`src/rtl/filter_pkg.sv`:
```
// Shared types and helpers for the RGB filter frame sequencer.
// Holds the FSM state type and counter width helpers.
package filter_pkg;

  typedef enum logic [1:0] {
    IDLE,
    READ,
    DRAIN,
    DONE
  } state_e;

  function automatic int clog2(input int n);
    int r;
    r = 0;
    while ((1 << r) < n) r++;
    return (r < 1) ? 1 : r;
  endfunction

  localparam int DEF_IMG_W = 256;
  localparam int DEF_IMG_H = 256;
  localparam int DEF_COL_W = clog2(DEF_IMG_W);
  localparam int DEF_ROW_W = clog2(DEF_IMG_H);

endpackage

```
`src/rtl/raster_counter.sv`:
```
// Raster-order pixel counter: linear address plus col/row.
// Returns to zero after the last pixel or on clr.
module raster_counter
  import filter_pkg::*;
#(
  parameter int W      = DEF_IMG_W,
  parameter int H      = DEF_IMG_H,
  parameter int ADDR_W = 16
) (
  input  logic                 clk,
  input  logic                rst,
  input  logic                clr,
  input  logic                en,
  output logic [ADDR_W-1:0]   addr,
  output logic [clog2(W)-1:0] col,
  output logic [clog2(H)-1:0] row,
  output logic                last
);

  localparam int CW = clog2(W);
  localparam int RW = clog2(H);

  logic [ADDR_W-1:0] addr_q, addr_d;
  logic [CW-1:0]     col_q, col_d;
  logic [RW-1:0]     row_q, row_d;
  logic              col_end;

  assign col_end = (col_q == CW'(W - 1));
  assign last    = col_end && (row_q == RW'(H - 1));
  assign addr    = addr_q;
  assign col     = col_q;
  assign row     = row_q;

  // Next position: step in raster order, wrap col into the next row.
  always_comb begin
    addr_d = addr_q;
    col_d  = col_q;
    row_d  = row_q;
    if (clr || (en && last)) begin
      addr_d = '0;
      col_d  = '0;
      row_d  = '0;
    end else if (en) begin
      addr_d = addr_q + ADDR_W'(1);
      if (col_end) begin
        col_d = '0;
        row_d = row_q + RW'(1);
      end else begin
        col_d = col_q + CW'(1);
      end
    end
  end

  // Position registers.
  always_ff @(posedge clk or negedge rst) begin
    if (!rst) begin
      addr_q <= '0;
      col_q  <= '0;
      row_q  <= '0;
    end else begin
      addr_q <= addr_d;
      col_q  <= col_d;
      row_q  <= row_d;
    end
  end

endmodule

```
`src/rtl/filter_ctrl.sv`:
```
// Frame sequencer for the three-channel Sobel filter datapath.
// Streams a frame in, then writes filtered pixels KERN_LAT later.
module filter_ctrl
  import filter_pkg::*;
#(
  parameter int IMG_W    = DEF_IMG_W,
  parameter int IMG_H    = DEF_IMG_H,
  parameter int ADDR_W   = 16,
  parameter int MEM_LAT  = 1,
  parameter int KERN_LAT = 259
) (
  input  logic              clk,
  input  logic              rst,
  input  logic              start_i,
  output logic              busy_o,
  output logic              done_o,
  output logic              rd_en_o,
  output logic [ADDR_W-1:0] rd_addr_o,
  output logic              pix_valid_o,
  output logic              frame_end_o,
  output logic              wr_en_o,
  output logic [ADDR_W-1:0] wr_addr_o,
  output logic              border_o
);

  localparam int CW  = clog2(IMG_W);
  localparam int RW  = clog2(IMG_H);
  localparam int TOT = MEM_LAT + KERN_LAT;
  localparam int LW  = clog2(TOT);

  state_e             state_q, state_d;
  logic               busy_q, busy_d;
  logic               done_q, done_d;
  logic               rd_en_q, rd_en_d;
  logic               wr_en_q, wr_en_d;
  logic [MEM_LAT-1:0] vld_q, vld_d;
  logic [MEM_LAT-1:0] fe_q, fe_d;
  logic               lat_act_q, lat_act_d;
  logic [LW-1:0]      lat_cnt_q, lat_cnt_d;

  logic              start_go, rd_end, wr_end, lat_fire;
  logic              cnt_clr;
  logic              rd_last, wr_last;
  logic [CW-1:0]     rd_col, wr_col;
  logic [RW-1:0]     rd_row, wr_row;
  logic              unused_rd_pos;

  assign start_go = (state_q == IDLE) && start_i;
  assign rd_end   = rd_en_q && rd_last;
  assign wr_end   = wr_en_q && wr_last;
  assign lat_fire = lat_act_q && (lat_cnt_q == LW'(TOT - 1));
  assign cnt_clr  = (state_q == IDLE);

  raster_counter #(
    .W(IMG_W), .H(IMG_H), .ADDR_W(ADDR_W)
  ) u_rd_cnt (
    .clk  (clk),
    .rst  (rst),
    .clr  (cnt_clr),
    .en   (rd_en_q),
    .addr (rd_addr_o),
    .col  (rd_col),
    .row  (rd_row),
    .last (rd_last)
  );

  raster_counter #(
    .W(IMG_W), .H(IMG_H), .ADDR_W(ADDR_W)
  ) u_wr_cnt (
    .clk  (clk),
    .rst  (rst),
    .clr  (cnt_clr),
    .en   (wr_en_q),
    .addr (wr_addr_o),
    .col  (wr_col),
    .row  (wr_row),
    .last (wr_last)
  );

  assign unused_rd_pos = ^{rd_col, rd_row};

  // FSM, read/write strobes, latency counter and valid delay.
  always_comb begin
    state_d   = state_q;
    busy_d    = busy_q;
    done_d    = 1'b0;
    rd_en_d   = rd_en_q;
    wr_en_d   = wr_en_q;
    lat_act_d = lat_act_q;
    lat_cnt_d = lat_cnt_q;
    vld_d     = vld_q << 1;
    fe_d      = fe_q << 1;
    vld_d[0]  = rd_en_q;
    fe_d[0]   = rd_end;

    unique case (state_q)
      IDLE: begin
        if (start_i) begin
          state_d = READ;
          busy_d  = 1'b1;
        end
      end
      READ: begin
        if (rd_end) state_d = DRAIN;
      end
      DRAIN: begin
        if (wr_end) begin
          state_d = DONE;
          busy_d  = 1'b0;
          done_d  = 1'b1;
        end
      end
      DONE: begin
        state_d = IDLE;
      end
      default: state_d = IDLE;
    endcase

    if (start_go) rd_en_d = 1'b1;
    else if (rd_end) rd_en_d = 1'b0;

    // Write stream begins TOT cycles after the start sample.
    if (start_go) begin
      lat_act_d = 1'b1;
      lat_cnt_d = '0;
    end else if (lat_fire) begin
      lat_act_d = 1'b0;
      lat_cnt_d = '0;
    end else if (lat_act_q) begin
      lat_cnt_d = lat_cnt_q + LW'(1);
    end

    if (lat_fire) wr_en_d = 1'b1;
    else if (wr_end) wr_en_d = 1'b0;
  end

  // Control registers.
  always_ff @(posedge clk or negedge rst) begin
    if (!rst) begin
      state_q   <= IDLE;
      busy_q    <= 1'b0;
      done_q    <= 1'b0;
      rd_en_q   <= 1'b0;
      wr_en_q   <= 1'b0;
      vld_q     <= '0;
      fe_q      <= '0;
      lat_act_q <= 1'b0;
      lat_cnt_q <= '0;
    end else begin
      state_q   <= state_d;
      busy_q    <= busy_d;
      done_q    <= done_d;
      rd_en_q   <= rd_en_d;
      wr_en_q   <= wr_en_d;
      vld_q     <= vld_d;
      fe_q      <= fe_d;
      lat_act_q <= lat_act_d;
      lat_cnt_q <= lat_cnt_d;
    end
  end

  assign busy_o      = busy_q;
  assign done_o      = done_q;
  assign rd_en_o     = rd_en_q;
  assign pix_valid_o = vld_q[MEM_LAT-1];
  assign frame_end_o = fe_q[MEM_LAT-1];
  assign wr_en_o     = wr_en_q;
  assign border_o    = wr_en_q && (
                         (wr_col == '0) ||
                         (wr_col == CW'(IMG_W - 1)) ||
                         (wr_row == '0) ||
                         (wr_row == RW'(IMG_H - 1)));

endmodule

```
`config.mk`:
```
export PLATFORM = sky130hd
export DESIGN_NAME = filter_ctrl
export DESIGN_NICKNAME = d
export VERILOG_FILES = /design/src/rtl/filter_pkg.sv /design/src/rtl/raster_counter.sv /design/src/rtl/filter_ctrl.sv
export SDC_FILE = /design/constraint.sdc
export NUM_CORES = 1
export LEC_CHECK = 0
export CORE_MARGIN = 2
export CORE_UTILIZATION = 30
export DETAILED_ROUTE_END_ITERATION = 10
export GPL_ROUTABILITY_DRIVEN = 0
export PLACE_DENSITY = 0.5
export SYNTH_ARGS = -nofsm -noshare
export SYNTH_HDL_FRONTEND = slang
export SYNTH_SLANG_ARGS = --single-unit
export TNS_END_PERCENT = 100
```
`constraint.sdc`:
```
create_clock -name clk -period 1.8 [get_ports clk]
set_clock_uncertainty 0.1 [all_clocks]
set_input_delay 0.18 -clock clk [delete_from_list [all_inputs] [get_ports clk]]
set_output_delay 0.18 -clock clk [all_outputs]
set_load 0.01 [all_outputs]
```
==> results.md <==
- Status: finished with violations
- Failing checks: setup timing
- Critical path's top delay family: simple AND/OR/NAND/NOR gates
- Period utilisation layout: 123.6%
- Most frequent cells in the layout: 81 x dfrtp_1, 77 x buf_4, 51 x nor2_1
- Ys async rst share: 100.0%
- Fmax: 0.4497 GHz
- Final Non-Filler Cells: 748
- Final setup viols: 32
- Antenna diodes: 0
- Worst-Margin Slew: 435.1 ps
- Mapped Area: 0.004212 mm2
- Synth Register Bits: 82
- Most common cell after layout, fill and taps aside: dfrtp_1
- RR Startpoint: u_wr_cnt.col[0]
- CTS Root Cell: clkbuf_16
- Syn Area/Cell: 9.794 um2
- Initial antenna violation count: 0
- HPWL Detailed: 6.955 mm
- Power Density: 978.1 mW/mm2
- Yosys top cell by area: dfrtp_1
- Area contributors post-synth: dfrtp_1 49%, xor2_1 6.7%, nor2_1 4.6%, ha_1 3.9%, nand2_1 2.9%
- Max-slew violation count: 0
- Chip height: 122.5 um
- Antenna-violating nets left: 0
- Number of synthesized flops with an enable pin: 0
- Die extent in x: 122.5 um
- Sequential fraction of the synthesis area: 48.72%
- Vias post-DR: 3,643
- Final wirelength: 10.60 mm
- Post-synthesis cell type count: 53
- Die Footprint: 0.01500 mm2
- Starting Density: 30.58%
- Number of remaining DRC errors: 0
- Vias in the first global route: 3,679
- Clock slew at reported path FFs: 60 ps
- FP Rows: 43
- Clk pwr share: 30.5%
- First-pass GRT wire length: 17.35 mm
- Area Growth Syn to Fin: 45.69%
- Switching share of power: 31.32%
- Worst Setup End Kind: output pin
- DRT iter0 DRCs: 174
- Register-to-register setup slack: -210 ps
- Initial DRT Pass Iterations: 4
- Maximum Capacitance Violations: 0
- Pint: 4.122 mW
- Combinational cell fraction of total power: 33.3%
- Longest Clk Path Bufs: 2
- P_leak: 2.772 nW
- I/O pin count: 42
- Crit Path Class: reg -> out
- Cells after Synth: 430
- Final Hold Fails: 0
- CP arrival: 1940 ps
- Setup WS post-layout: -423.9 ps
- Syn nets: 446
- Psw: 1.880 mW
- Clk sinks: 82
- Largest net degree at the start of global routing: 50
- Final instance area: 0.006136 mm2
- Share of cells above drive strength 1: 28.17%
- GRT Total Usage: 14.51%
- RSZ-0062 raised after global routing: yes
- Sequential power share: 36.3%
- # nets final: 580
- GR Overflow Total: 0
- Slew HR: 70.88%
- R2R Path End: u_wr_cnt.addr[9]
- HP Class: in -> async
- Core Util, Final: 44.55%
- WL/cell: 14.17 um
- Placed insts: 709
- DR vias/cell: 4.870
- Critical path buffers and inverters: 2
- Peak supply drop: 0.5634 mV
- Htree depth: 3
- Crit-path max FO: 2
- Clk Latency, worst-skew pair: 340 ps
- WP data required: 1520 ps
- Crit path launch type: flip-flop
- CTS tree: yes
- Ys flop type: dfrtp_1
- Fin crit period: 2224 ps
- Port buffer count: 41
- Core Area: 0.01377 mm2
- Pwr Total: 6.001 mW
- Worst hold slack: 87.50 ps
- Share of the synthesized area in the top cell type: 48.72%
- Worst path slowest cell: or4b_4
- CP Cell Sequence: inv_2, ha_1, or4b_4, nor4_4, o41a_1, buf_2
- Placed Area: 0.005378 mm2
- Synth warnings: 0
- CTS Buf Count: 9
- Reg2reg path depth: 11
- Largest stage delay on the critical path: 480 ps
[worst register-to-register path, cell delays in order, from the launching register on]
cell	delay (ps)
dfrtp_1	370
buf_4	120
buf_6	90
ha_4	150
buf_6	100
nand4_1	110
buf_4	190
o41ai_4	190
buf_4	190
buf_4	120
buf_8	120
nor2_1	60
[per-stage QoR]
step                      TNS (ps)  setup WS, ps
after floorplan             -71.93        -46.29
after global routing         -8064        -486.5
final                        -4840        -423.9
after CTS                   -779.6        -398.6
after global placement       -3874        -524.3
after detailed placement     -4898        -549.0
[cell families after synthesis]
family	synth area share, %
buffers and inverters	2.793
multiplexers	0.8318
flip-flops	48.72
adder cells (fa/ha/maj)	3.862
XOR/XNOR	8.734
AND/OR/NAND/NOR	24.69
AO/OA/AOI/OAI	10.37
[routing by layer]
layer / track usage (%) / wire length [um] / vias to the layer above / share of wire [%]
li1: - / - / 1779 / -
met1: 18.53 / 4969 / 1806 / 47
met2: 24.27 / 5168 / 46 / 49
met3: 2.788 / 269 / 12 / 2.5
met4: 5.532 / 190 / 0 / 1.8
met5: 0 / 0 / - / 0
[state kept, by name, summed over array words and instances, names as in the netlist]
name           cells
lat_act_q          1
done_o             1
u_wr_cnt.addr     16
u_rd_cnt.addr     16
u_rd_cnt.col       8
u_wr_cnt.col       8
wr_en_o            1
u_wr_cnt.row       8
state_q            2
busy_o             1
frame_end_o        1
u_rd_cnt.row       8
pix_valid_o        1
rd_en_o            1
lat_cnt_q          9
[worst max path at each step]
stage / startpoint / endpoint / slack (ps) / depth (start not counted)
2_1_floorplan: u_rd_cnt.col[0] / state_q[1] / -50 / 7
3_3_place_gp: u_wr_cnt.col[0] / border_o / -520 / 6
3_5_place_dp: u_wr_cnt.col[0] / border_o / -550 / 6
4_1_cts: u_wr_cnt.row[0] / border_o / -400 / 6
5_1_grt: u_wr_cnt.col[1] / border_o / -490 / 6
6_report: u_wr_cnt.col[0] / border_o / -420 / 6
[cell type report]
| cell class | instances | area, um2 |
|---|---|---|
| well taps | 180 | 225.2 |
| flip-flops and latches | 82 | 2053 |
| multi-input cells | 320 | 2272 |
| repair buffers | 136 | 1242 |
| fillers | 1334 | 7637 |
| clock inverters | 3 | 40.04 |
| inverters | 15 | 56.30 |
| clock buffers | 12 | 246.5 |
[cells in the mapped netlist, types with 3 or more instances]
library cell,count
xor2_1,32
inv_1,15
ha_1,13
o21ai_0,15
nand4_1,17
nand3_1,18
or3_1,6
nor2_1,52
dfrtp_1,82
clkbuf_1,7
a21oi_1,22
o31ai_1,6
or2_2,3
buf_2,4
o21ai_1,8
and4_1,7
xnor2_1,10
nand2b_1,5
nor3_1,10
nand2_1,33
nor3b_1,3
and3_1,17
nor4_1,4
nor2b_1,4
[timing repair]
item                                   in CTS  in global routing
cloned                                      1                  0
setup endpoints to repair                  40                 53
endpoints found under the hold margin      82                  0
gates resized for setup                    36                 36
buffers inserted                           11                 13
hold buffers                                1                  0
pin swaps                                  10                 23
[power groups by stage]
stage	Combinational (mW)	Sequential, mW	Clock [mW]
2_1_floorplan	0.867	2.20	0
3_3_place_gp	1.65	2.19	0
3_5_place_dp	1.68	2.19	0
4_1_cts	1.79	2.16	1.89
5_1_grt	2.19	2.20	1.96
6_report	2.00	2.18	1.83
Note: power is estimated with default switching activity, not from simulation.
